--- config.mk ---
export PLATFORM = sky130hd
export DESIGN_NAME = shared_timer_arbiter_flat
export DESIGN_NICKNAME = d
export VERILOG_FILES = /design/src/rtl/shared_timer_arbiter_pkg.sv /design/src/rtl/shared_timer_arbiter_if.sv /design/src/rtl/shared_timer_arbiter_rr_arbiter.sv /design/src/rtl/shared_timer_arbiter.sv /design/src/flat_wrapper.sv
export SDC_FILE = /design/constraint.sdc
export NUM_CORES = 1
export LEC_CHECK = 0
export ABC_AREA = 1
export BUFFER_PORTS_ARGS = -buffer_cell sky130_fd_sc_hd__buf_2
export CORE_UTILIZATION = 57
export CTS_CLUSTER_SIZE = 24
export DETAILED_ROUTE_END_ITERATION = 10
export PLACE_DENSITY_LB_ADDON = 0.08
export SLEW_MARGIN = 0
export SYNTH_ARGS = -nofsm -noshare
export SYNTH_HDL_FRONTEND = slang
export SYNTH_SLANG_ARGS = --single-unit
--- constraint.sdc ---
create_clock -name clock -period 3.83 [get_ports clock]
set_input_delay 0.5745 -clock clock [delete_from_list [all_inputs] [get_ports clock]]
set_output_delay 0.5745 -clock clock [all_outputs]
set_load 0.01 [all_outputs]
--- src/rtl/shared_timer_arbiter_pkg.sv ---
// Shared definitions for the shared timer arbiter: FSM state encoding and default sizes.
package shared_timer_pkg;

  localparam int DEF_NUM_REQ = 4;
  localparam int DEF_WIDTH   = 16;

  typedef enum logic [1:0] {
    ST_IDLE = 2'd0,
    ST_RUN  = 2'd1,
    ST_DONE = 2'd2
  } state_t;

endpackage

--- src/rtl/shared_timer_arbiter_if.sv ---
// Requester-side bus of the shared timer arbiter.
// The aborted pulse exists only when SHARED_TIMER_ABORT_EN is defined.
interface shared_timer_arbiter_if
  import shared_timer_pkg::*;
#(
  parameter int NUM_REQ = DEF_NUM_REQ,
  parameter int WIDTH   = DEF_WIDTH
);

  logic [NUM_REQ-1:0]       req;
  logic [NUM_REQ*WIDTH-1:0] len;
  logic [NUM_REQ-1:0]       grant;
  logic                     busy;
  logic [WIDTH-1:0]         count;
  logic [NUM_REQ-1:0]       done;
`ifdef SHARED_TIMER_ABORT_EN
  logic [NUM_REQ-1:0]       aborted;

  modport master (output req, len, input grant, busy, count, done, aborted);
  modport slave  (input req, len, output grant, busy, count, done, aborted);
`else
  modport master (output req, len, input grant, busy, count, done);
  modport slave  (input req, len, output grant, busy, count, done);
`endif

endinterface

--- src/rtl/shared_timer_arbiter_rr_arbiter.sv ---
// Combinational round-robin picker: first set req strictly after last_grant, wrapping around.
module rr_arbiter #(
  parameter int NUM_REQ = 4
) (
  input  logic [NUM_REQ-1:0] req,
  input  logic [NUM_REQ-1:0] last_grant,
  output logic [NUM_REQ-1:0] winner
);

  int                 shift_s;
  logic [NUM_REQ-1:0] rot_s;
  logic [NUM_REQ-1:0] low_s;

  // Rotate so the slot after last_grant sits at bit 0, isolate the lowest set bit, rotate back.
  always_comb begin
    shift_s = 1;
    for (int i = 0; i < NUM_REQ; i++) begin
      shift_s = last_grant[i] ? (i + 1) : shift_s;
    end
    rot_s  = NUM_REQ'({req, req} >> shift_s);
    low_s  = rot_s & (~rot_s + NUM_REQ'(1));
    winner = NUM_REQ'(({low_s, low_s} << shift_s) >> NUM_REQ);
  end

endmodule

--- src/rtl/shared_timer_arbiter.sv ---
// One shared up-counter granted round-robin; times the owner's latched length, then pulses done.
// Optional owner abort on req drop during RUN is enabled by SHARED_TIMER_ABORT_EN.
module shared_timer_arbiter
  import shared_timer_pkg::*;
#(
  parameter int NUM_REQ = DEF_NUM_REQ,
  parameter int WIDTH   = DEF_WIDTH
) (
  input  logic                  clock,
  input  logic                  clear,
  shared_timer_arbiter_if.slave bus
);

  state_t             state_r;
  logic [NUM_REQ-1:0] grant_r;
  logic [NUM_REQ-1:0] last_grant_r;
  logic [NUM_REQ-1:0] done_r;
  logic               busy_r;
  logic [WIDTH-1:0]   count_r;
  logic [WIDTH-1:0]   len_r;
  logic [NUM_REQ-1:0] winner_s;
  logic [WIDTH-1:0]   len_sel_s;
`ifdef SHARED_TIMER_ABORT_EN
  logic [NUM_REQ-1:0] aborted_r;
`endif

  rr_arbiter #(.NUM_REQ(NUM_REQ)) u_rr (
    .req        (bus.req),
    .last_grant (last_grant_r),
    .winner     (winner_s)
  );

  // Length slice belonging to the current arbitration winner.
  always_comb begin
    len_sel_s = '0;
    for (int i = 0; i < NUM_REQ; i++) begin
      len_sel_s = len_sel_s | (winner_s[i] ? bus.len[i*WIDTH +: WIDTH] : '0);
    end
  end

  // Timer FSM; done/aborted default low so each is a single-cycle pulse.
  always_ff @(posedge clock) begin
    if (!clear) begin
      state_r      <= ST_IDLE;
      grant_r      <= '0;
      busy_r       <= 1'b0;
      count_r      <= '0;
      len_r        <= '0;
      done_r       <= '0;
      last_grant_r <= {1'b1, {(NUM_REQ-1){1'b0}}};
`ifdef SHARED_TIMER_ABORT_EN
      aborted_r    <= '0;
`endif
    end else begin
      done_r <= '0;
`ifdef SHARED_TIMER_ABORT_EN
      aborted_r <= '0;
`endif
      case (state_r)
        ST_IDLE: begin
          if (|winner_s) begin
            grant_r <= winner_s;
            busy_r  <= 1'b1;
            len_r   <= len_sel_s;
            count_r <= '0;
            if (len_sel_s == '0) begin
              state_r <= ST_DONE;
              done_r  <= winner_s;
            end else begin
              state_r <= ST_RUN;
            end
          end else begin
            state_r <= ST_IDLE;
          end
        end
        ST_RUN: begin
`ifdef SHARED_TIMER_ABORT_EN
          if ((bus.req & grant_r) == '0) begin
            aborted_r    <= grant_r;
            last_grant_r <= grant_r;
            grant_r      <= '0;
            busy_r       <= 1'b0;
            count_r      <= '0;
            state_r      <= ST_IDLE;
          end else
`endif
          if (count_r == len_r - WIDTH'(1)) begin
            state_r <= ST_DONE;
            done_r  <= grant_r;
          end else begin
            count_r <= count_r + WIDTH'(1);
          end
        end
        ST_DONE: begin
          last_grant_r <= grant_r;
          grant_r      <= '0;
          busy_r       <= 1'b0;
          count_r      <= '0;
          state_r      <= ST_IDLE;
        end
        default: begin
          grant_r <= '0;
          busy_r  <= 1'b0;
          count_r <= '0;
          state_r <= ST_IDLE;
        end
      endcase
    end
  end

  assign bus.grant = grant_r;
  assign bus.busy  = busy_r;
  assign bus.count = count_r;
  assign bus.done  = done_r;
`ifdef SHARED_TIMER_ABORT_EN
  assign bus.aborted = aborted_r;
`endif

endmodule

--- src/flat_wrapper.sv ---
// flat-port wrapper written by rule: the top's interface ports become plain ports
module shared_timer_arbiter_flat import shared_timer_pkg::*;
#(
  parameter int NUM_REQ = DEF_NUM_REQ,
  parameter int WIDTH   = DEF_WIDTH
)
  (clock, clear, bus_req, bus_len, bus_grant, bus_busy, bus_count, bus_done);
  shared_timer_arbiter_if #(.NUM_REQ(NUM_REQ), .WIDTH(WIDTH)) bus_i ();
  input  logic clock;
  input  logic clear;
  input wire logic [$bits(bus_i.req)-1:0] bus_req;
  input wire logic [$bits(bus_i.len)-1:0] bus_len;
  output wire logic [$bits(bus_i.grant)-1:0] bus_grant;
  output wire logic [$bits(bus_i.busy)-1:0] bus_busy;
  output wire logic [$bits(bus_i.count)-1:0] bus_count;
  output wire logic [$bits(bus_i.done)-1:0] bus_done;
  assign bus_i.req = bus_req;
  assign bus_i.len = bus_len;
  assign bus_grant = bus_i.grant;
  assign bus_busy = bus_i.busy;
  assign bus_count = bus_i.count;
  assign bus_done = bus_i.done;
  shared_timer_arbiter #(.NUM_REQ(NUM_REQ), .WIDTH(WIDTH)) u_core (.clock(clock), .clear(clear), .bus(bus_i));
endmodule
### After elaboration in Yosys (flattened, before gate mapping)

Index checks and enable logic that the tools add are counted.

* register bits: 47
* bits of input ports: 70
* output and inout bits: 25
* logic and storage cells: 52

* $add $sub $neg: 3
* equality and inequality tests: 6
* shifts and indexed selects: 2
* multiplexer cells: 22
* bitwise logic cells: 6
* reductions and logical operators: 6

Operator list (number)
* $mux 16: 6
* $or 16x16->16: 3
* $pmux 16 s2: 1
* $add 16x1->16 const B: 1
* $eq 16x16->1: 1
* $logic_not 16->1: 1
* $mux 4: 4
* $pmux 4 s2: 2
* $sub 16x1->16 const B: 1
* $mux 2: 5
* $shl 8x3->8: 1
* $shr 8x3->4: 1
* $reduce_and 2->1: 3
* $add 4x1->4 const B: 1
* $and 4x4->4: 1
* $ne 2x1->1 const B: 2
* $not 4->4: 1
* $pmux 2 s2: 1
* $reduce_or 4->1: 1
* $mux 3: 1
* $eq 2x1->1 const B: 1
* $eq 2x2->1 const B: 1
* $logic_not 2->1: 1
* $ne 2x2->1 const B: 1
* other kinds (3): 3

### Depth between registers and ports, before layout

Gate-level depths: netlist (run 1).

* depth after elaboration: 16
* mapped depth: 20
* gate-level depth less buffers: 19

### By module

A second synthesis (run 1) with hierarchy kept.

* cell total of the unflattened synthesis: 570
* area, all modules: 3480.8 um^2

By module, submodules not included
* shared_timer_arbiter: instances 1, cells an instance 511, area an instance 3184.3 um^2, seq. area each 940.9 um^2
* rr_arbiter: instances 1, cells an instance 59, area an instance 296.5 um^2, seq. area each 0.0 um^2

### Worst setup path after synthesis (run 1)

No wires, ideal clock.

* kind: register -> register
* from: register u_core.len_r[0]
* to: register u_core.count_r[1] (netlist: u_core.bus.count[1])
* setup time: 0.132 ns
* arrival time: 2.127 ns
* data required time: 3.698 ns
* slack: 1.571 ns
* stages on the path, launching flop included: 14
* buffers on the path: 0
* clock period less this slack: 2.259 ns
* cell sequence: dfxtp_1 -> inv_1 -> ha_1 -> nand4_1 -> or2_2 -> xor2_1 -> xor2_1 -> nand2_1 -> nor3_1 -> nand3_1 -> nand2_1 -> clkinv_1 -> nand3_1 -> a21oi_1

* longest elaborated chain between the ends: 4

RTL lines
* start, declared: RTL line shared_timer_arbiter.sv:20 `logic [WIDTH-1:0] len_r;`
* start signal, assigned: RTL line shared_timer_arbiter.sv:64 `len_r <= len_sel_s;`
* $sub 16x1->16: RTL line shared_timer_arbiter.sv:87 `if (count_r == len_r - WIDTH'(1)) begin`
* $eq 16x16->1: RTL line shared_timer_arbiter.sv:87
* $ne 2x2->1 (no line)
* $reduce_and 2->1 (no line)
* end signal, assigned: RTL line shared_timer_arbiter.sv:91 `count_r <= count_r + WIDTH'(1);`
* end, declared: RTL line shared_timer_arbiter.sv:19 `logic [WIDTH-1:0] count_r;`

No other way between the ends.
A chain may end at the register's enable or synchronous reset.

### Worst setup path after layout (run 1)

* from: register u_core.last_grant_r[1]
* to: register u_core.len_r[9]

* longest elaborated chain between the ends: 12
* elaborated cells on any way between the ends: 17
* classes of those cells: 1 x add/sub; 2 x shift; 7 x mux; 5 x bitwise; 2 x reduce/logical

RTL lines
* start, declared: RTL line shared_timer_arbiter.sv:16 `logic [NUM_REQ-1:0] last_grant_r;`
* start signal, assigned: RTL line shared_timer_arbiter.sv:50 `last_grant_r <= {1'b1, {(NUM_REQ-1){1'b0}}};`
* start signal, assigned: RTL line shared_timer_arbiter.sv:95 `last_grant_r <= grant_r;`
* $mux 2 * (2 in a row): RTL line shared_timer_arbiter_rr_arbiter.sv:18 `shift_s = last_grant[i] ? (i + 1) : shift_s;`
* $mux 3 *: RTL line shared_timer_arbiter_rr_arbiter.sv:18
* $shr 8x3->4: RTL line shared_timer_arbiter_rr_arbiter.sv:20 `rot_s = NUM_REQ'({req, req} >> shift_s);`
* $not 4->4: RTL line shared_timer_arbiter_rr_arbiter.sv:21 `low_s = rot_s & (~rot_s + NUM_REQ'(1));`
* $add 4x1->4: RTL line shared_timer_arbiter_rr_arbiter.sv:21
* $and 4x4->4: RTL line shared_timer_arbiter_rr_arbiter.sv:21
* $shl 8x3->8 *: RTL line shared_timer_arbiter_rr_arbiter.sv:22 `winner = NUM_REQ'(({low_s, low_s} << shift_s) >> NUM_REQ);`
* $mux 16: RTL line shared_timer_arbiter.sv:37 `len_sel_s = len_sel_s | (winner_s[i] ? bus.len[i*WIDTH +: WIDTH] : '0);`
* $or 16x16->16 (3 in a row): RTL line shared_timer_arbiter.sv:37

Every way passes the cells marked *; elsewhere a longest branch is shown, timed or not.

==> impl_results.md, run 1 <==
- First-pass GRT wire length: 15400 µm
- Cell depth of the worst flop-to-flop path: 13
- Antenna Nets Post-Route: 0
- Clock Skew: 15.8 ps
- Worst path slowest cell: inv_2
- Crit path max fanout: 32
- Commonest cells in the netlist: nand2_1, nand3_1, nor2_1, dfxtp_1, a21oi_1
- Worst Hold End: u_core.bus.busy$_SDFFE_PN0P_
- Worst skew pair latency: 310 ps
- N_diodes: 0
- Layout cells sized above 1: 0.207
- CP startpoint: u_core.last_grant_r[1]$_SDFFE_PN0N_
- FF-to-FF Start: u_core.last_grant_r[1]$_SDFFE_PN0N_
- Power per Cell Area: 324 nW/µm²
- CP Launch Type: flop
- Max_cap viols: 0
- Post-CTS setup buffer count: 0
- First-pass DRT Iterations: 5
- WP data arrival: 3100 ps
- Initial Util: 0.605
- Worst-path clk slew: 90 ps
- Peak supply drop: 0.312 mV
- DR iter-0 viols: 209
- Die area: 6270 µm²
- Fin. Hold Viols: 0
- Place WS: 1040 ps
- Top cells by area, synth: dfxtp_1, nand2_1, nand3_1, nor2_1, xor2_1
- Cts bufs inserted: 5
- Hold Crit Start: u_core.bus.busy$_SDFFE_PN0P_
- Tcrit/Tclk final: 0.751
- Distinct cell type count after synthesis: 31
- Ys async rst share: 0
- Port Buffers: 94
- Status: completed
- Setup_tns: 0 ps
- Grt total ovfl: 0
- Worst R2R Setup Slack: 950 ps
- Pins Over Slew Limit: 0
- Vias: 3900
- Top cell type's share of synthesized area: 0.271
- Dpl hpwl: 7060 µm
- Cts repair resizes: 0
- Worst relative slew slack: 0.577
- Fin crit period: 2880 ps
- Worst-margin pin slew: 633 ps
- Area occupied by multi-input gates: 2200 µm²
- Fillers: 526
- Power Total: 0.00128 W
- Setup Viol. Count Final: 0
- Root buffer cell: clkbuf_8
- Max H-tree Level: 2
- Critical path class: flop to flop
- Final nets: 700
- Vias in the first global route: 3453
- Largest net degree at the start of global routing: 33
- Fin worst setup slack: 955 ps
- Setup crit end kind: flop
- RSZ-0062 raised after global routing: false
- Syn nets: 616
- Die Wd: 79.2 µm
- Drt wl/cell: 13.2 µm
- Count leader, synth: nand2_1
- Syn Area/Cell: 6.24 µm²
- Vias per Instance: 5.56
- Number of synthesized flops with an enable pin: 0
- CTS tree: built
- Core ar.: 5610 µm²
- Area after DPL: 3860 µm²
- Routability cong.: 0.987
- Total I/O pin count: 95
- Die height: 79.2 µm
- Cells after Synth: 544
- Util after Layout: 0.704
- Yosys reg bits: 46
- DR DRC count: 0
- CTS Buffer Depth: 2
- Clk sinks: 46
- Design area: 3950 µm²
- Cell leakage power: 1.90 nW
- Worst hold stages: 2
- Reg area: 921 µm²
- Synth area leader: dfxtp_1
- Sequential area share after synthesis: 0.271
- Area Growth Syn to Fin: 16.3%
- Top_reg_cell synth: dfxtp_1
- Initial antenna violation count: 0
- Critical R2R Capture: u_core.len_r[9]$_SDFFE_PN0P_
- Worst Hold Class: flop to flop
- Total GRT Usage: 0.305
- Hold buffer count at cts: 0
- Cell Area, Synth: 3390 µm²
- Worst path cell trace: o21ai_4 -> inv_4 -> nand3_1 -> nand2_2 -> nor2_2 -> nand3_1 -> nand3_2 -> nand2_1 -> nand4_2 -> nand3_2 -> inv_2 -> o21ai_0 -> a21oi_1
- FMAX: 348 MHz
- Max incr delay on CP: 370 ps
- Req. time, crit path: 4060 ps
- YS warnings: 0
- Site Rows: 27
- Detailed Route WL: 9250 µm
[layout by cell type (no fill, tap or decap), types with 2 or more instances in the layout]
master      n
nor3_1     13
inv_1      38
nand4_2     2
nand3_2    11
ha_1        2
nor4_1      3
o21ai_0    21
nand2_2     2
xnor2_1     8
xor2_1     26
dfxtp_1    46
inv_2       3
or2_2       5
nand2_1   127
clkinv_1    2
buf_2      94
clkbuf_8    5
o21ai_1     6
nand4_1     8
nand3_1    89
a21oi_1    40
nor2_1     67
[through the flow]
step	hold slack (ps)	std cells
2_1_floorplan	464	544
4_1_cts	484	701
6_report	493	701
3_5_place_dp	472	693
3_3_place_gp	465	693
5_1_grt	510	701
[layout make-up]
class / instances / area share
clock buffers: 6 / 0.0184
multi-input cells: 436 / 0.558
flip-flops and latches: 46 / 0.233
inverters: 44 / 0.0425
clock inverters: 2 / 0.00349
repair buffers: 95 / 0.121
well taps: 72 / 0.0228
[worst max-delay path: cells and delay by family, from the launching register on]
kind	cells	cell delay, ps
buffers and inverters	2	490
AND/OR/NAND/NOR	8	1290
AO/OA/AOI/OAI	3	650
flip-flops	1	360
[state kept, by name (all words and copies together) (netlist names)]
| signal | count |
|---|---|
| u_core.bus.count | 16 |
| u_core.len_r | 16 |
| u_core.bus.done | 4 |
| u_core.bus.grant | 4 |
| u_core.last_grant_r | 3 |
| u_core.state_r | 2 |
| u_core.bus.busy | 1 |
[per-layer routing]
layer | vias to the layer above | wire length [µm] | global-route usage
li1 | 1971 | - | -
met1 | 1759 | 4260 | 0.395
met2 | 160 | 4380 | 0.537
met3 | 10 | 509 | 0.0391
met4 | 0 | 102 | 0.0618
met5 | - | 0 | 0
[power by group]
group | internal (W) | switching (W) | total (W)
registers | 0.000519 | 0.0000478 | 0.000567
logic | 0.000163 | 0.000249 | 0.000412
clock network | 0.000129 | 0.000170 | 0.000299
[how the worst max path moves through the flow]
stage | end | slack (ps)
detailed placement | u_core.len_r[10]$_SDFFE_PN0P_ | 1040
finish | u_core.len_r[9]$_SDFFE_PN0P_ | 950
CTS | u_core.len_r[15]$_SDFFE_PN0P_ | 1000
floorplan | u_core.bus.count[1]$_SDFFE_PN0P_ | 1570
global placement | u_core.len_r[12]$_SDFFE_PN0P_ | 1130
global route | u_core.len_r[12]$_SDFFE_PN0P_ | 640
[cell families after synthesis]
group           count (synthesis)  share of synthesized area
simple gates                  330                      0.447
compound gates                 70                      0.108
flops                          46                      0.271
fa+ha+maj                       2                    0.00737
buf+inv                        62                     0.0793
xor+xnor                       34                     0.0878
(Power assumes the default switching activity.)
==> run 2, diff against run 1 <==
--- a/config.mk
+++ b/config.mk
@@ -7,7 +7,7 @@
 export LEC_CHECK = 0
 export ABC_AREA = 1
 export BUFFER_PORTS_ARGS = -buffer_cell sky130_fd_sc_hd__buf_2
-export CORE_UTILIZATION = 57
+export CORE_UTILIZATION = 53
 export CTS_CLUSTER_SIZE = 24
 export DETAILED_ROUTE_END_ITERATION = 10
 export PLACE_DENSITY_LB_ADDON = 0.08
==> constraint.sdc (replaced) <==
create_clock -name clock -period 2.94 [get_ports clock]
set_input_delay 0.441 -clock clock [delete_from_list [all_inputs] [get_ports clock]]
set_output_delay 0.441 -clock clock [all_outputs]
set_load 0.01 [all_outputs]
==> run 2 against run 1 <==
Net effect: first-iteration DRC count up 39%; global-route usage down 0.82 points; critical path type unchanged; critical path depth up 2; utilization decreased by 3.0 points; clock skew shrank 2.9 ps.
==> impl_results.md, run 2 (synthesized netlist as in run 1, its figures left out) <==
- Cts bufs inserted: 5
- Util after Layout: 0.674
- Place WS: 108 ps
- DR iter-0 viols: 290
- Vias: 4004
- Sw Pwr: 0.000624 W
- Clock Skew: 13.0 ps
- Tcrit/Tclk final: 0.904
- N_diodes: 0
- Worst path cell trace: o21ai_4 -> inv_4 -> nand3_1 -> nand2_2 -> nand2_1 -> nand3_4 -> nand3_1 -> nand2_1 -> nor2_1 -> nand2_1 -> nor2_1 -> nand2_1 -> nor2_4 -> nand2_1 -> a21oi_1
- Vias per Instance: 5.63
- Fin worst setup slack: 283 ps
- Clock power share: 0.236
- CP Launch Type: flop
- Worst Hold Class: flop to flop
- Crit path top cell by count: nand2_1
- Max incr delay on CP: 360 ps
- Layout cells sized above 1: 0.223
- Switching Fraction: 0.369
- Worst hold slack: 481 ps
- Power per Cell Area: 414 nW/µm²
- Cells after DPL: 698
- Combinational power share: 0.327
- Initial Util: 0.560
- Die Wd: 82.0 µm
- Site Rows: 28
- Finished Layout Cells: 711
- Vias in the first global route: 3481
- Critical path class: flop to flop
- Hold buffer count at cts: 0
- Pins Over Slew Limit: 0
- Worst-path clk slew: 100 ps
- Commonest non-fill, non-tap cell in the layout: nand2_1
- Drt wl/cell: 13.8 µm
- FMAX: 376 MHz
- Worst path slowest cell: dfxtp_1
- Final nets: 707
- Total GRT Usage: 0.296
- Cell Int Power: 0.00107 W
- Fin crit period: 2660 ps
- Largest net degree at the start of global routing: 33
- Core ar.: 6060 µm²
- Clk sinks: 46
- Worst relative slew slack: 0.575
- Root buffer cell: clkbuf_8
- Max H-tree Level: 2
- Detailed Route WL: 9830 µm
- DR DRC count: 0
- Setup_tns: 0 ps
- Crit path max fanout: 17
- Antenna Nets Post-Route: 0
- Worst-margin pin slew: 637 ps
- Dpl hpwl: 7300 µm
- First-pass GRT wire length: 15600 µm
- First-pass DRT Iterations: 6
- Top Family by Delay on Critical Path: simple AND/OR/NAND/NOR gates
- Setup crit end kind: flop
- Initial antenna violation count: 0
- Worst skew pair latency: 300 ps
- CTS Buffer Depth: 2
- Status: completed
- Area Growth Syn to Fin: 20.4%
- Die height: 82.0 µm
- Req. time, crit path: 3170 ps
- Most frequent cells in the layout: nand2_1, buf_2, nand3_1
- Grt total ovfl: 0
- Share of total power in sequential cells: 0.436
- Fin. Hold Viols: 0
- Port Buffers: 94
- Total I/O pin count: 95
- Worst R2R Setup Slack: 280 ps
- Buffers and inverters on the worst path: 1
- Peak supply drop: 0.444 mV
- Cell leakage power: 1.94 nW
- CTS tree: built
- Die area: 6730 µm²
- Routability cong.: 0.898
- WP data arrival: 2890 ps
- Max_cap viols: 0
- Setup Viol. Count Final: 0
-- run 2: layer usage --
layer | global-route usage | vias up | wire length [µm]
met5 | 0 | - | 0
met4 | 0.0281 | 0 | 31
met3 | 0.0511 | 6 | 729
met2 | 0.519 | 187 | 4730
met1 | 0.390 | 1829 | 4330
li1 | - | 1982 | -
-- run 2: tightest hold or removal path: cells and delay by family (launching register included) --
kind / cells / cell delay (ps)
compound gates: 1 / 60
flops: 1 / 320
simple gates: 1 / 60
-- run 2: cell type report --
class                   instances  area (µm²)
repair buffers                101         523
fillers                       581        1980
well taps                      75        93.8
flip-flops and latches         46         921
clock buffers                   5        68.8
multi-input cells             437        2280
inverters                      44         170
clock inverters                 3        23.8
-- run 2: through the flow --
| step | total power [W] | instance area [µm²] |
|---|---|---|
| final | 0.00169 | 4080 |
| after global routing | 0.00180 | 4080 |
| after CTS | 0.00168 | 3970 |
| after detailed placement | 0.00129 | 3880 |
| after global placement | 0.00127 | 3880 |
| after floorplan | 0.00114 | 3390 |
-- run 2: repair_timing --
action	CTS	global route
endpoints found under the hold margin	0	0
resized for setup	0	14
endpoints found under the setup margin	0	25
buffers inserted	0	4
-- run 2: power by group through the flow --
| stage | sequential, W | clock (W) | combinational (W) |
|---|---|---|---|
| after floorplan | 0.000736 | 0 | 0.000403 |
| after global placement | 0.000751 | 0 | 0.000521 |
| after detailed placement | 0.000750 | 0 | 0.000537 |
| after CTS | 0.000736 | 0.000406 | 0.000540 |
| after global routing | 0.000746 | 0.000429 | 0.000624 |
| final | 0.000737 | 0.000400 | 0.000553 |
-- run 2: worst paths after layout --
kind	startpoint	end	depth (start not counted)
setup / recovery	u_core.last_grant_r[2]$_SDFFE_PN0N_	u_core.bus.done[0]$_SDFF_PN0_	15
hold reg to reg	u_core.bus.busy$_SDFFE_PN0P_	u_core.bus.busy$_SDFFE_PN0P_	2
hold / removal	u_core.bus.busy$_SDFFE_PN0P_	u_core.bus.busy$_SDFFE_PN0P_	2
setup reg to reg	u_core.last_grant_r[2]$_SDFFE_PN0N_	u_core.bus.done[0]$_SDFF_PN0_	15
==> run 3, diff against run 2 <==
--- a/config.mk
+++ b/config.mk
@@ -7,6 +7,7 @@
 export LEC_CHECK = 0
 export ABC_AREA = 1
 export BUFFER_PORTS_ARGS = -buffer_cell sky130_fd_sc_hd__buf_2
+export CAP_MARGIN = 10
 export CORE_UTILIZATION = 53
 export CTS_CLUSTER_SIZE = 24
 export DETAILED_ROUTE_END_ITERATION = 10
==> constraint.sdc (replaced) <==
create_clock -name clock -period 2.94 [get_ports clock]
set_input_delay 0.588 -clock clock [delete_from_list [all_inputs] [get_ports clock]]
set_output_delay 0.588 -clock clock [all_outputs]
set_load 0.01 [all_outputs]
==> run 3 against run 2 <==
Net effect: first-iteration DRC count is 2.8% higher; wire length is 1.6% lower; largest cell class unchanged; power about the same; non-clock buffer count down 2; largest power group unchanged; critical endpoint is now u_core.bus.done[2]$_SDFF_PN0_; global-route usage is 0.55 points lower; clock skew fell by 0.69 ps.
==> impl_results.md, run 3 (synthesized netlist as in run 1, its figures left out) <==
- Fillers: 584
- Drt wl/cell: 13.7 µm
- Area Growth Syn to Fin: 18.7%
- Grt total ovfl: 0
- First-pass GRT wire length: 15300 µm
- WP data arrival: 2940 ps
- Status: completed
- Initial antenna violation count: 0
- Power per Cell Area: 419 nW/µm²
- Worst-path clk slew: 90 ps
- Hold buffer count at cts: 0
- Util after Layout: 0.665
- Worst relative slew slack: 0.559
- Peak supply drop: 0.319 mV
- Combinational power share: 0.321
- Area occupied by multi-input gates: 2240 µm²
- Setup crit end kind: flop
- Final nets: 704
- Tcrit/Tclk final: 0.918
- Die height: 82.0 µm
- Worst R2R Setup Slack: 240 ps
- Cts bufs inserted: 5
- DR DRC count: 0
- CTS Buffer Depth: 2
- CTS tree: built
- Commonest non-fill, non-tap cell in the layout: nand2_1
- Post-CTS setup buffer count: 0
- Routability cong.: 0.942
- Crit path max fanout: 9
- Site Rows: 28
- Die Wd: 82.0 µm
- Setup Viol. Count Final: 0
- Power Total: 0.00169 W
- Req. time, crit path: 3180 ps
- Vias per Instance: 5.61
- Clock Skew: 12.3 ps
- Setup_tns: 0 ps
- FMAX: 370 MHz
- Finished Layout Cells: 708
- First-pass DRT Iterations: 6
- DR iter-0 viols: 298
- Total GRT Usage: 0.291
- Initial Util: 0.560
- Critical path class: flop to flop
- Die area: 6730 µm²
- Design area: 4030 µm²
- Worst-margin pin slew: 661 ps
- N_diodes: 0
- Vias in the first global route: 3441
- Port Buffers: 94
- Clk sinks: 46
- Largest net degree at the start of global routing: 33
- Sw Pwr: 0.000629 W
- Reg area: 921 µm²
- Cell Int Power: 0.00106 W
- Core ar.: 6060 µm²
- Worst path slowest cell: dfxtp_1
- Worst skew pair latency: 310 ps
- Top Family by Delay on Critical Path: simple AND/OR/NAND/NOR gates
- Most frequent cells in the layout: nand2_1, buf_2, nand3_1
- Dpl hpwl: 7290 µm
- Cells after DPL: 700
- Fin crit period: 2700 ps
- Buffers and inverters on the worst path: 2
- Detailed Route WL: 9670 µm
- Crit path top cell by count: nand2_1
- Fin. Hold Viols: 0
- Area after DPL: 3890 µm²
- Share of total power in sequential cells: 0.438
- Root buffer cell: clkbuf_8
- Worst path cell trace: inv_2 -> nand2_2 -> nand2_4 -> nand2_1 -> nand3_1 -> nand2_2 -> nor2_1 -> nand2_1 -> nand3_2 -> buf_4 -> nand3_1 -> nand2_1 -> nor2_1 -> nand2_1 -> nor2_1 -> nand2_1 -> nor2_4 -> nand2_1 -> a21oi_1
- Max H-tree Level: 2
- Pins Over Slew Limit: 0
- Clock power share: 0.241
- Worst Hold Class: flop to flop
- Vias: 3975
- Max incr delay on CP: 400 ps
- Antenna Nets Post-Route: 0
- Cell leakage power: 1.92 nW
- Switching Fraction: 0.372
- Total I/O pin count: 95
- Layout cells sized above 1: 0.215
- CP Launch Type: flop
- Max_cap viols: 0
[run 3: cell types whose count changed in the layout (fill, tap and decap cells not counted)]
cell     change
buf_4        -2
nor2_1       +2
nand2_2      -1
nand3_2      +2
nand2_1      +1
nor2_2       -2
nand3_4      -3
[run 3: cell type report]
type,instances,share of cell area
timing repair buffer,99,0.126
clock buffer,5,0.0171
multi-input combinational,436,0.557
clock inverter,3,0.00590
sequential,46,0.229
inverter,44,0.0422
tap,75,0.0233
[run 3: routing by layer]
metal | GRT usage | part of all wire
met4 | 0.0719 | 0.012
met5 | 0 | 0
met1 | 0.384 | 0.46
met2 | 0.494 | 0.47
met3 | 0.0400 | 0.063
[run 3: worst paths after layout]
check,startpoint,to,cells past startpoint
worst min register to register,u_core.bus.busy$_SDFFE_PN0P_,u_core.bus.busy$_SDFFE_PN0P_,2
worst max-delay path,u_core.last_grant_r[2]$_SDFFE_PN0N_,u_core.bus.done[2]$_SDFF_PN0_,19
worst max register to register,u_core.last_grant_r[2]$_SDFFE_PN0N_,u_core.bus.done[2]$_SDFF_PN0_,19
worst min-delay path,u_core.bus.busy$_SDFFE_PN0P_,u_core.bus.busy$_SDFFE_PN0P_,2
[run 3: metrics by stage]
stage	setup slack (ps)	hold slack, ps
finish	240	482
global route	-0.665	502
CTS	179	483
detailed placement	101	469
global placement	260	476
floorplan	681	464
[run 3: tightest hold or removal path, cell delays in order, from the launching register on]
cell     delay (ps)
dfxtp_1         330
nand2_1          60
a21oi_1          50
[run 3: repair_timing]
item	4_1_cts	5_1_grt
hold endpoints to repair	0	0
gates resized for setup	0	8
setup endpoints to repair	0	24
[run 3: power groups by stage]
stage | Sequential, W | Clock (W) | Combinational, W
2_1_floorplan | 0.000736 | 0 | 0.000403
3_3_place_gp | 0.000752 | 0 | 0.000517
3_5_place_dp | 0.000752 | 0 | 0.000529
4_1_cts | 0.000739 | 0.000412 | 0.000534
5_1_grt | 0.000746 | 0.000438 | 0.000619
6_report | 0.000740 | 0.000408 | 0.000542
